### src/rtl/decode_issue_ctrl.sv
// decode_issue_ctrl: single-slot decode stage between fetch and execute.
// Holds one decoded instruction, tracks pending register writes in a
// 32-entry scoreboard, blocks RAW hazards, drops the slot on flush and
// counts fetch stall cycles.
module decode_issue_ctrl #(
   parameter bit WB_BYPASS = 1'b1,
   parameter int CNT_W     = 16
) (
   input  logic             clk,
   input  logic             rst,
   input  logic             if_valid,
   output logic             if_ready,
   input  logic [31:0]      if_instruction,
   input  logic [31:0]      if_pc,
   output logic             id_valid,
   input  logic             id_ready,
   output logic [31:0]      id_instruction,
   output logic [31:0]      id_pc,
   input  logic             wb_valid,
   input  logic [4:0]       wb_rd,
   input  logic             flush,
   output logic [31:0]      sb_busy,
   output logic [CNT_W-1:0] stall_cnt
);

   localparam logic [31:0] NOP = 32'h0000_0013;

   function automatic logic uses_rs1(input logic [31:0] ins);
      logic [2:0] f3;
      f3 = ins[14:12];
      case (ins[6:0])
         7'b0110011, 7'b0010011, 7'b0000011,
         7'b1100111, 7'b1100011, 7'b0100011: uses_rs1 = 1'b1;
         7'b1110011: uses_rs1 = (f3 == 3'b001) || (f3 == 3'b010) || (f3 == 3'b011);
         default:    uses_rs1 = 1'b0;
      endcase
   endfunction

   function automatic logic uses_rs2(input logic [31:0] ins);
      case (ins[6:0])
         7'b0110011, 7'b1100011, 7'b0100011: uses_rs2 = 1'b1;
         default:                            uses_rs2 = 1'b0;
      endcase
   endfunction

   // x0 destinations never count as writers.
   function automatic logic writes_rd(input logic [31:0] ins);
      logic w;
      case (ins[6:0])
         7'b0110011, 7'b0010011, 7'b0000011, 7'b1100111,
         7'b1101111, 7'b0110111, 7'b0010111: w = 1'b1;
         7'b1110011: w = (ins[14:12] != 3'b000);
         default:    w = 1'b0;
      endcase
      writes_rd = w && (ins[11:7] != 5'd0);
   endfunction

   logic             id_valid_reg;
   logic [31:0]      id_instruction_reg;
   logic [31:0]      id_pc_reg;
   logic [31:0]      sb_busy_reg;
   logic [31:0]      sb_busy_next;
   logic [CNT_W-1:0] stall_cnt_reg;

   logic             slot_wr;
   logic [4:0]       slot_rd;
   logic [1:0]       src_used;
   logic [4:0]       src_idx [2];
   logic [1:0]       src_haz;
   logic             hazard;
   logic             slot_free;
   logic             transfer_in;
   logic             issue;
   logic             stall_inc;

   assign slot_wr = writes_rd(id_instruction_reg);
   assign slot_rd = id_instruction_reg[11:7];

   assign src_used[0] = uses_rs1(if_instruction);
   assign src_used[1] = uses_rs2(if_instruction);
   assign src_idx[0]  = if_instruction[19:15];
   assign src_idx[1]  = if_instruction[24:20];

   // Per-source hazard. The writeback bypass only masks the scoreboard term:
   // a writer still sitting in the slot has not executed, so no writeback
   // can satisfy it.
   genvar gi;
   generate
      for (gi = 0; gi < 2; gi++) begin : g_src
         logic sb_term;
         logic slot_term;
         assign sb_term   = sb_busy_reg[src_idx[gi]] &&
                            !(WB_BYPASS && wb_valid && (wb_rd == src_idx[gi]));
         assign slot_term = id_valid_reg && slot_wr && (slot_rd == src_idx[gi]);
         assign src_haz[gi] = src_used[gi] && (src_idx[gi] != 5'd0) && (sb_term || slot_term);
      end
   endgenerate

   assign hazard      = |src_haz;
   assign slot_free   = !id_valid_reg || id_ready;
   assign if_ready    = slot_free && !hazard && !flush;
   assign transfer_in = if_valid && if_ready;
   assign issue       = id_valid_reg && id_ready && !flush;
   assign stall_inc   = if_valid && !if_ready && !flush;

   // Scoreboard next state per bit: an issuing writer sets, a writeback
   // clears; set takes priority because it belongs to the newer writer.
   generate
      for (gi = 0; gi < 32; gi++) begin : g_sb
         assign sb_busy_next[gi] =
            (issue && slot_wr && (slot_rd == 5'(gi))) ? 1'b1 :
            (wb_valid && (wb_rd == 5'(gi)) && (gi != 0)) ? 1'b0 :
            sb_busy_reg[gi];
      end
   endgenerate

   // Slot register: load on transfer-in, drop on flush or when execute
   // drains it; held unchanged under backpressure.
   always_ff @(posedge clk) begin
      if (rst) begin
         id_valid_reg       <= 1'b0;
         id_instruction_reg <= NOP;
         id_pc_reg          <= 32'd0;
      end else if (flush) begin
         id_valid_reg       <= 1'b0;
      end else if (transfer_in) begin
         id_valid_reg       <= 1'b1;
         id_instruction_reg <= if_instruction;
         id_pc_reg          <= if_pc;
      end else if (id_ready) begin
         id_valid_reg       <= 1'b0;
      end
   end

   // Scoreboard state register.
   always_ff @(posedge clk) begin
      if (rst) sb_busy_reg <= 32'd0;
      else     sb_busy_reg <= sb_busy_next;
   end

   // Saturating count of cycles where fetch offers but decode refuses.
   always_ff @(posedge clk) begin
      if (rst)
         stall_cnt_reg <= '0;
      else if (stall_inc && (stall_cnt_reg != {CNT_W{1'b1}}))
         stall_cnt_reg <= stall_cnt_reg + 1'b1;
   end

   assign id_valid       = id_valid_reg;
   assign id_instruction = id_instruction_reg;
   assign id_pc          = id_pc_reg;
   assign sb_busy        = sb_busy_reg;
   assign stall_cnt      = stall_cnt_reg;

endmodule

### config.mk
export PLATFORM = sky130hd
export DESIGN_NAME = decode_issue_ctrl
export DESIGN_NICKNAME = d
export VERILOG_FILES = /design/src/rtl/decode_issue_ctrl.sv
export SDC_FILE = /design/constraint.sdc
export NUM_CORES = 1
export LEC_CHECK = 0
export ABC_CLOCK_PERIOD_IN_PS = 2900
export BUFFER_PORTS_ARGS = -buffer_cell sky130_fd_sc_hd__buf_2
export CAP_MARGIN = 20
export CORE_MARGIN = 2
export CORE_UTILIZATION = 51
export DETAILED_ROUTE_END_ITERATION = 6
export GPL_ROUTABILITY_DRIVEN = 0
export PLACE_DENSITY = 0.88
export SYNTH_ARGS = -nofsm -noshare
export SYNTH_HDL_FRONTEND = slang
export SYNTH_SLANG_ARGS = --single-unit
### constraint.sdc
create_clock -name clk -period 2.9 [get_ports clk]
set_clock_uncertainty 0.05 [all_clocks]
set_input_delay 0.145 -clock clk [delete_from_list [all_inputs] [get_ports clk]]
set_output_delay 0.145 -clock clk [all_outputs]
set_load 0.01 [all_outputs]
[After elaboration in Yosys (flattened, before gate mapping)]
Index checks and enable logic that the tools add are counted.
Word-level totals
  memories kept: 0
  output and inout port bits: 114
  latch bits: 0
  RAM bits: 0
  bits in registers: 113
  ROM bits: 0
  word-level logic and storage cells: 334
  bits of input ports: 75
Operators by class
  add/sub/neg operators: 1
  shifts and indexed selects: 0
  multiply operators: 0
  div/mod/pow operators: 0
  mux-type cells: 71
  bitwise logic cells: 1
  equal/unequal tests: 85
  reduce and logical (&&, ||, !) cells: 138
  $lt $le $gt $ge: 2
Operator list (count)
  $eq A5 B5 Y1 const B: 32
  $logic_and A1 B1 Y1: 84
  $eq A5 B4 Y1 const B: 16
  $mux W1: 67
  $reduce_bool A2 Y1: 32
  $eq A7 B7 Y1 const B: 6
  $eq A5 B3 Y1 const B: 8
  $eq A7 B6 Y1 const B: 4
  $eq A7 B5 Y1 const B: 3
  $eq A5 B2 Y1 const B: 4
  $eq A5 B5 Y1: 4
  $add A16 B1 Y16 const B: 1
  $ne A16 B16 Y1 const B: 1
  $reduce_bool A5 Y1: 3
  $eq A7 B2 Y1 const B: 2
  $lt A5 B6 Y1 const B: 2
  $bmux W1 S5: 2
  $eq A5 B1 Y1 const B: 2
  $reduce_or A7 Y1: 1
  $eq A3 B2 Y1 const B: 2
  $logic_not A1 Y1: 6
  $reduce_or A6 Y1: 1
  $logic_not A5 Y1: 1
  $logic_or A1 B1 Y1: 5
  7 further kinds: 9

[Longest topological paths before layout]
Gate-level depths: netlist of run 1.
  depth after elaboration: 16
  mapped depth: 13
  depth with buffers taken out: 8

[Worst setup path after synthesis of run 1]
OpenSTA, ideal clock, no wires.
  kind: register -> register
  start: register id_instruction_reg[4], in the netlist id_instruction[4]
  end: register stall_cnt_reg[14], in the netlist stall_cnt[14]
  setup slack: 186 ps
  cell stages (with the launch flop): 9
  required time: 2727 ps
  data arrival time: 2540 ps
  path buffers: 0
  clock period less this slack: 2714 ps
  library setup time: 123 ps
  cell sequence: dfxtp_1 > or3b_1 > o311a_1 > a2111oi_4 > a2111oi_2 > nor3_2 > nor2_2 > or4_1 > mux2_1
On the way
  cells in the longest elaborated chain, start to end: 16
  elaborated cells on any way between the ends: 26
  classes of those cells: eq/ne: 8; mux: 1; reduce/logical: 17
Ends and longest elaborated chain
  start, declared: line 59  | logic [31:0] id_instruction_reg;
  start signal, assigned: line 128  | id_instruction_reg <= if_instruction;
  $eq A7 B6 Y1 (tied with other cells): line 49  | case (ins[6:0])
  $reduce_or A7 Y1: line 49
  $pmux W1 S2 (*): line 49
  $logic_and A1 B1 Y1 (*): line 55  | writes_rd = w && (ins[11:7] != 5'd0);
  $logic_and A1 B1 Y1 (*): line 94  | assign slot_term = id_valid_reg && slot_wr && (slot_rd == src_idx[gi]);
  $logic_and A1 B1 Y1: line 94
  $logic_or A1 B1 Y1: line 95  | assign src_haz[gi] = src_used[gi] && (src_idx[gi] != 5'd0) && (sb_term || slot_term);
  $logic_and A1 B1 Y1: line 95
  $reduce_or A2 Y1 (*): line 99  | assign hazard = |src_haz;
  $logic_not A1 Y1 (*): line 101  | assign if_ready = slot_free && !hazard && !flush;
  $logic_and A1 B1 Y1 (*) (2 in series): line 101
  $logic_not A1 Y1 (*): line 104  | assign stall_inc = if_valid && !if_ready && !flush;
  $logic_and A1 B1 Y1 (*) (2 in series): line 104
  $logic_and A1 B1 Y1 (*): line 145  | else if (stall_inc && (stall_cnt_reg != {CNT_W{1'b1}}))
  end signal, assigned: line 146  | stall_cnt_reg <= stall_cnt_reg + 1'b1;
  end, declared: line 63  | logic [CNT_W-1:0] stall_cnt_reg;
Every way passes the cells marked *; elsewhere a longest branch is shown, timed or not.
A chain may end at the register's enable or synchronous reset.

[Worst setup path in the final report of run 1]
  start: register id_instruction_reg[6], in the netlist id_instruction[6]
  end: register id_pc_reg[13], in the netlist id_pc[13]
On the way
  cells in the longest elaborated chain, start to end: 14
  elaborated cells on any way between the ends: 24
  classes of those cells: eq/ne: 8; mux: 1; reduce/logical: 15
Ends and longest elaborated chain
  $eq A7 B6 Y1 (tied with other cells): line 49
  $reduce_or A7 Y1: line 49
  $pmux W1 S2 (*): line 49
  $logic_and A1 B1 Y1 (*): line 55
  $logic_and A1 B1 Y1 (*): line 94
  $logic_and A1 B1 Y1: line 94
  $logic_or A1 B1 Y1: line 95
  $logic_and A1 B1 Y1: line 95
  $reduce_or A2 Y1 (*): line 99
  $logic_not A1 Y1 (*): line 101
  $logic_and A1 B1 Y1 (*) (2 in series): line 101
  $logic_and A1 B1 Y1 (*): line 102  | assign transfer_in = if_valid && if_ready;
  $reduce_and A2 Y1 (no source line) (*)
  end signal, assigned: line 129  | id_pc_reg <= if_pc;
  end, declared: line 60  | logic [31:0] id_pc_reg;
Marked as above.

==> results of run 1 <==
[layout make-up]
type	instances	area, µm²
diodes	1	2.50
clock buffers	19	432
clock inverters	13	186
fillers	675	2480
inverters	4	15.0
multi-input cells	438	3150
flip-flops and latches	113	2280
well taps	140	175
repair buffers	285	1980
[placed cells by master (no fill, tap or decap), types with 3 or more instances in the layout]
master,instances
buf_2,187
dfxtp_1,104
and3_1,4
mux2i_2,6
nor2b_1,16
o21ba_2,3
clkbuf_16,20
buf_6,3
nand2_1,47
buf_4,24
dfxtp_2,8
or4_1,7
nand3_1,15
dlygate4sd3_1,62
o21ai_0,35
mux4_2,16
mux2_2,3
clkinv_4,3
a21oi_1,42
nand4_1,3
nor4_1,7
xnor2_1,8
or3_1,3
xor2_1,13
o31a_1,3
nor2_1,84
clkinvlp_4,4
buf_12,4
mux2i_1,57
nand2b_1,13
nor3_1,9
inv_1,4
bufinv_16,4
mux2_1,3
[metal layers]
metal,wire length [µm],share of wire [%]
met3,1680,8.4
met4,1020,5.1
met1,7180,36
met5,0,0
met2,10200,51
[per-stage QoR]
| step | hold slack [ns] | TNS (ns) | power [µW] |
|---|---|---|---|
| final | 0.0509 | -0.113 | 4400 |
| after global routing | 0.0957 | -2.95 | 4510 |
| after CTS | 0.0347 | 0 | 4320 |
| after detailed placement | 0.337 | -0.0273 | 2090 |
| after global placement | 0.327 | 0 | 2080 |
| after floorplan | 0.242 | 0 | 1920 |
[worst register-to-register path: stages (launching register included)]
cell and delay (ns):
dfxtp_4 0.39, or4b_4 0.48, a21oi_4 0.19, a2111oi_4 0.08, a2111oi_4 0.36, nor3_2 0.12
buf_4 0.16, nor3b_4 0.25, buf_4 0.17, clkbuf_16 0.14, buf_12 0.13, mux2i_4 0.24
nor2_1 0.06
[synthesized netlist by cell type (4+ instances only)]
library cell,instances
dfxtp_1,113
nor2_1,84
mux2i_1,65
nand2_1,47
a21oi_1,43
o21ai_0,35
clkbuf_1,25
mux4_2,16
nor2b_1,16
nand3_1,15
nand2b_1,13
xor2_1,13
buf_2,10
nor3_1,10
nor4_1,9
or4_1,8
xnor2_1,8
buf_4,6
and3_1,4
inv_1,4
mux2_1,4
[how the worst max path moves through the flow]
stage,to,start,cells after the start,slack (ns)
global placement,stall_cnt[14],id_instruction[6],8,0.07
global route,id_pc[13],sb_busy[15],12,-0.13
finish,id_pc[13],id_instruction[6],12,-0.05
detailed placement,stall_cnt[14],id_instruction[6],8,-0.02
floorplan,stall_cnt[14],id_instruction[4],8,0.19
CTS,if_ready,id_instruction[12],8,0.02
[logic make-up (layout without fill, tap and decap cells)]
group | after synthesis | in the layout | share of synthesized area, %
AO/OA/AOI/OAI | 101 | 101 | 11.1
XOR/XNOR | 21 | 21 | 3.33
adder cells (fa/ha/maj) | 1 | 1 | 0.226
buffers and inverters | 49 | 321 | 4.82
flip-flops | 113 | 113 | 40.9
multiplexers | 88 | 88 | 19.7
other | 0 | 1 | 0
AND/OR/NAND/NOR | 227 | 227 | 19.9
[timing repair]
item,CTS,global route
endpoints found under the hold margin,61,0
gates resized for setup,2,37
endpoints found under the setup margin,3,58
setup buffers,2,4
pin swaps,3,3
hold buffers,62,0
cloned,0,4
[power breakdown]
part,switching [µW],total [µW],internal [µW]
clock network,778,2200,1420
logic,292,571,278
registers,36.7,1640,1600
==> results.yml, run 1 <==
floorplan:
  die_x_um: 108
  die_h_um: 108
  rows: 38
  dieArea_um2: 11700
  core_area_um2: 10700
  initial_utilization_pct: 51.7
  ios: 189
pwr:
  p_per_area_nw_per_um2: 536
  ir_drop_v: 0.000470
  power_leakage_uw: 0.00352
global_routing:
  grt_pass1_wl_mm: 29.2
  grt_use_met1_pct: 36.2
  use_met2_pct: 56.2
  antenna_found_initial: 1
  grt_pass1_vias: 5813
  grtUsageMet3_pct: 7.78
  gr-total-overflow: 0
  busiest_layer: "met2"
  grt_use_total_pct: 32.6
  grt_max_degree: 86
final_layout:
  syn_to_final_growth_pct: 48.5
  fin_util_pct: 76.8
  fin_cells: 1013
  drive_gt1_share_pct: 35.7
  nets: 935
  fin_area_um2: 8210
logic_synthesis:
  synth-seq-area-share_pct: 40.9
  synth-seq-cells: 113
  syn_nets: 676
  synth.distinct_cells: 54
  synth_area_um2: 5530
  synth_area_leaders: "dfxtp_1 41%, mux2i_1 12%, mux4_2 6.5%"
  yosys_warnings: 0
  yosys.area.top_type: "dfxtp_1"
  syn_avg_cell_area_um2: 9.22
  syn_inst: 600
  synth_top_cell_area_share_pct: 40.9
  synth_edf_count: 0
  synthFlopType: "dfxtp_1"
  async_reset_ff_share_pct: 0
clock_tree:
  cts.reportedPaths.clkPinSlew_ns: 0.06
  cts_tree: "built"
  cts.path.max_buffers: 2
  clk_latency_ns: 0.52
  cts_made_buffers: 17
  cts_root_buffer: "clkbuf_8"
  cts_max_level: 4
  cts_sinks: 113
sta:
  fin_crit_sh_pct: 102
  slew_violations: 0
  rsz0062_at_grt: "true"
  period_minus_slack_ns: 2.95
  finalHoldViolCount: 0
  fin_ws_ns: -0.0458
  max_slew_margin_pct: 38.0
  clock.fmax_ghz: 0.339
  setup_viol: 8
  worst_pin_slew_ns: 0.928
worst_setup_path:
  rr_startpoint: "id_instruction[6]"
  max_stage_delay_ns: 0.48
  cp.buffers_inverters: 4
  arrival_ns: 3.30
  reg2reg_depth: 12
  cp-start-kind: "flop"
  end_kind: "flop"
  required_ns: 3.25
  crit_chain: "or4b_4 -> a21oi_4 -> a2111oi_4 -> a2111oi_4 -> nor3_2 -> buf_4 -> nor3b_4 -> buf_4 -> clkbuf_16 -> buf_12 -> mux2i_4 -> nor2_1"
  critPathSlowestCell: "or4b_4"
  cp_max_fo: 6
  crit_family: "simple AND/OR/NAND/NOR gates"
  path_class: "reg -> reg"
  ff2ff_setup_slack_ns: -0.05
  r2r-end: "id_pc[13]"
run_status:
  status: "finished, violations left"
  violations: "setup timing"
placement:
  pre_cts_slack_ns: -0.0171
  portBuffers: 188
  dp_hpwl_mm: 11.8
  placed_cell_area_um2: 6650
  place_inst: 908
min_path:
  min-delay-start: "if_instruction[16]"
  holdPathStages: 4
  hold_path_end: "id_instruction[16]"
  hp-class: "in -> reg"
drt:
  postRouteAntennaNets: 0
  vias_per_cell: 5.99
  vias: 6070
  drt_iter0_drc: 706
  dr.pass1.iters: 6
  wl_per_cell_um: 19.9
  finalWirelength_mm: 20.1
  drc: 0
flow_run:
  drv_cap: 0
No activity file was read; power rests on OpenSTA's default activity.
==> run 2: changes to the inputs <==
--- a/config.mk
+++ b/config.mk
@@ -6,13 +6,13 @@
 export NUM_CORES = 1
 export LEC_CHECK = 0
 export ABC_CLOCK_PERIOD_IN_PS = 2900
-export BUFFER_PORTS_ARGS = -buffer_cell sky130_fd_sc_hd__buf_2
 export CAP_MARGIN = 20
 export CORE_MARGIN = 2
-export CORE_UTILIZATION = 51
+export CORE_UTILIZATION = 55
 export DETAILED_ROUTE_END_ITERATION = 6
+export DONT_BUFFER_PORTS = 1
 export GPL_ROUTABILITY_DRIVEN = 0
-export PLACE_DENSITY = 0.88
+export PLACE_DENSITY = 0.77
 export SYNTH_ARGS = -nofsm -noshare
 export SYNTH_HDL_FRONTEND = slang
 export SYNTH_SLANG_ARGS = --single-unit
==> run 2 against run 1 <==
  * The flow now finishes without violations
  * Utilization decreased by 2.6 points
  * Register-to-register slack better by 0.14 ns
  * Routed wire length is 15% lower
  * Cell area fell by 12%
  * Critical path depth shrank 2
  * Count of clock-buffer cells in the layout shrank 2
  * Largest cell class unchanged
  * Critical path type unchanged
  * Setup slack better by 0.14 ns
  * Sequential power is essentially flat
  * First-iteration DRC count down 19%
  * Final cell count shrank 17%
==> results.yml, run 2 (synthesized netlist as in run 1, its figures left out) <==
final_layout:
  diodes: 0
  syn_to_final_growth_pct: 31.2
  final_common_cell: "dfxtp_1"
  fill_cells: 678
  final_cell_mix: "112 x dfxtp_1, 84 x nor2_1, 75 x dlygate4sd3_1, 65 x mux2i_1, 47 x nand2_1"
  nets: 769
  drive_gt1_share_pct: 15.9
sta:
  fin_ws_ns: 0.0978
  clock.fmax_ghz: 0.357
  fin_crit_sh_pct: 96.6
  max_slew_margin_pct: 50.0
  worst_pin_slew_ns: 0.749
  setup_viol: 0
  period_minus_slack_ns: 2.80
  finalHoldViolCount: 0
  slew_violations: 0
global_routing:
  gr-total-overflow: 0
  grt_use_total_pct: 31.2
  grt_pass1_wl_mm: 27.0
  grt_pass1_vias: 5172
  grt_max_degree: 124
  antenna_found_initial: 0
drt:
  postRouteAntennaNets: 0
  finalWirelength_mm: 17.1
  dr.pass1.iters: 5
  vias_per_cell: 6.08
  drc: 0
  vias: 5103
  drt_iter0_drc: 572
  wl_per_cell_um: 20.4
floorplan:
  ios: 189
  die_h_um: 104
  die_x_um: 104
  core_area_um2: 9770
  dieArea_um2: 10900
  initial_utilization_pct: 56.6
  rows: 36
pwr:
  power_leakage_uw: 0.00269
  p_per_area_nw_per_um2: 564
  total_power_uw: 4090
  ir_drop_v: 0.000524
flow_run:
  drv_cap: 0
worst_setup_path:
  arrival_ns: 3.13
  path_class: "reg -> reg"
  crit_family: "multiplexers"
  crit_chain: "buf_4 -> mux4_2 -> mux4_2 -> nand4b_1 -> nand3_2 -> nor3b_4 -> buf_12 -> buf_12 -> mux2i_1 -> nor2_1"
  critPathSlowestCell: "mux4_2"
  cp_max_fo: 15
  required_ns: 3.23
  max_stage_delay_ns: 0.50
  cp.buffers_inverters: 3
  end_kind: "flop"
  cp-start-kind: "flop"
min_path:
  hp-class: "in -> reg"
clock_tree:
  cts_max_level: 4
  cts_tree: "built"
  cts.reportedPaths.clkPinSlew_ns: 0.06
  clk_latency_ns: 0.52
  cts_sinks: 113
  cts_made_buffers: 17
  cts_root_buffer: "clkbuf_8"
  cts.path.max_buffers: 2
placement:
  dp_hpwl_mm: 10.7
  pre_cts_slack_ns: 0.0474
  portBuffers: 0
run_status:
  status: "finished clean"
==> run 2: changes by cell type in the layout (fill, tap and decap cells not counted), moves of 4 or more <==
cell	before	now
dlygate4sd3_1	62	75
dfxtp_1	104	112
buf_2	187	0
mux2i_2	6	0
mux2i_1	57	65
buf_4	24	38
inv_6	0	6
clkbuf_16	20	16
dfxtp_2	8	1
==> run 2: area by class of cell <==
| type | count | area, µm² | share of cell area, % |
|---|---|---|---|
| clock buffer | 17 | 414 | 5.71 |
| timing repair buffer | 119 | 1160 | 16.0 |
| inverter | 4 | 15.0 | 0.207 |
| sequential | 113 | 2260 | 31.2 |
| tap | 133 | 166 | 2.29 |
| clock inverter | 15 | 171 | 2.36 |
| multi-input combinational | 438 | 3060 | 42.2 |
==> run 2: repair_timing <==
item,CTS,global route
hold buffers,76,0
setup endpoints to repair,0,62
hold endpoints to repair,113,0
buffers inserted,0,6
resized for setup,0,9
==> run 2: power breakdown <==
group	internal [µW]	switching, µW
Combinational	207	185
Clock	1250	799
Sequential	1600	55.9
==> run 2: stage by stage <==
step | instances | TNS [ns] | instance area, µm² | util, % | hold slack, ns
final | 839 | 0 | 7250 | 74.2 | 0.0347
after global routing | 839 | -0.0449 | 7250 | 74.2 | 0.0379
after CTS | 833 | 0 | 7160 | 73.2 | 0.00320
after detailed placement | 725 | 0 | 5790 | 59.3 | 0.174
after global placement | 725 | 0 | 5790 | 59.3 | 0.173
after floorplan | 600 | 0 | 5530 | - | 0.242
==> run 2: worst paths after layout <==
kind                     startpoint           endpoint  slack [ns]  cells past startpoint
hold / removal                flush       stall_cnt[1]        0.03                      3
setup reg to reg        sb_busy[14]           id_pc[3]         0.1                     10
hold reg to reg   id_instruction[6]  id_instruction[6]        0.50                      2
setup / recovery        sb_busy[14]           id_pc[3]         0.1                     10
==> run 2: metal layers <==
metal / global-route usage, % / vias to the layer above / routed length (µm)
met5: 0 / - / 0
met4: 14.6 / 0 / 719
met3: 10.6 / 76 / 1620
met2: 52.5 / 305 / 8550
met1: 35.8 / 2400 / 6240
li1: - / 2322 / -
==> run 2: worst register-to-register path: stages, from the launching register on <==
cell,delay (ns)
dfxtp_1,0.31
buf_4,0.15
mux4_2,0.48
mux4_2,0.50
nand4b_1,0.11
nand3_2,0.12
nor3b_4,0.24
buf_12,0.19
buf_12,0.17
mux2i_1,0.26
nor2_1,0.08
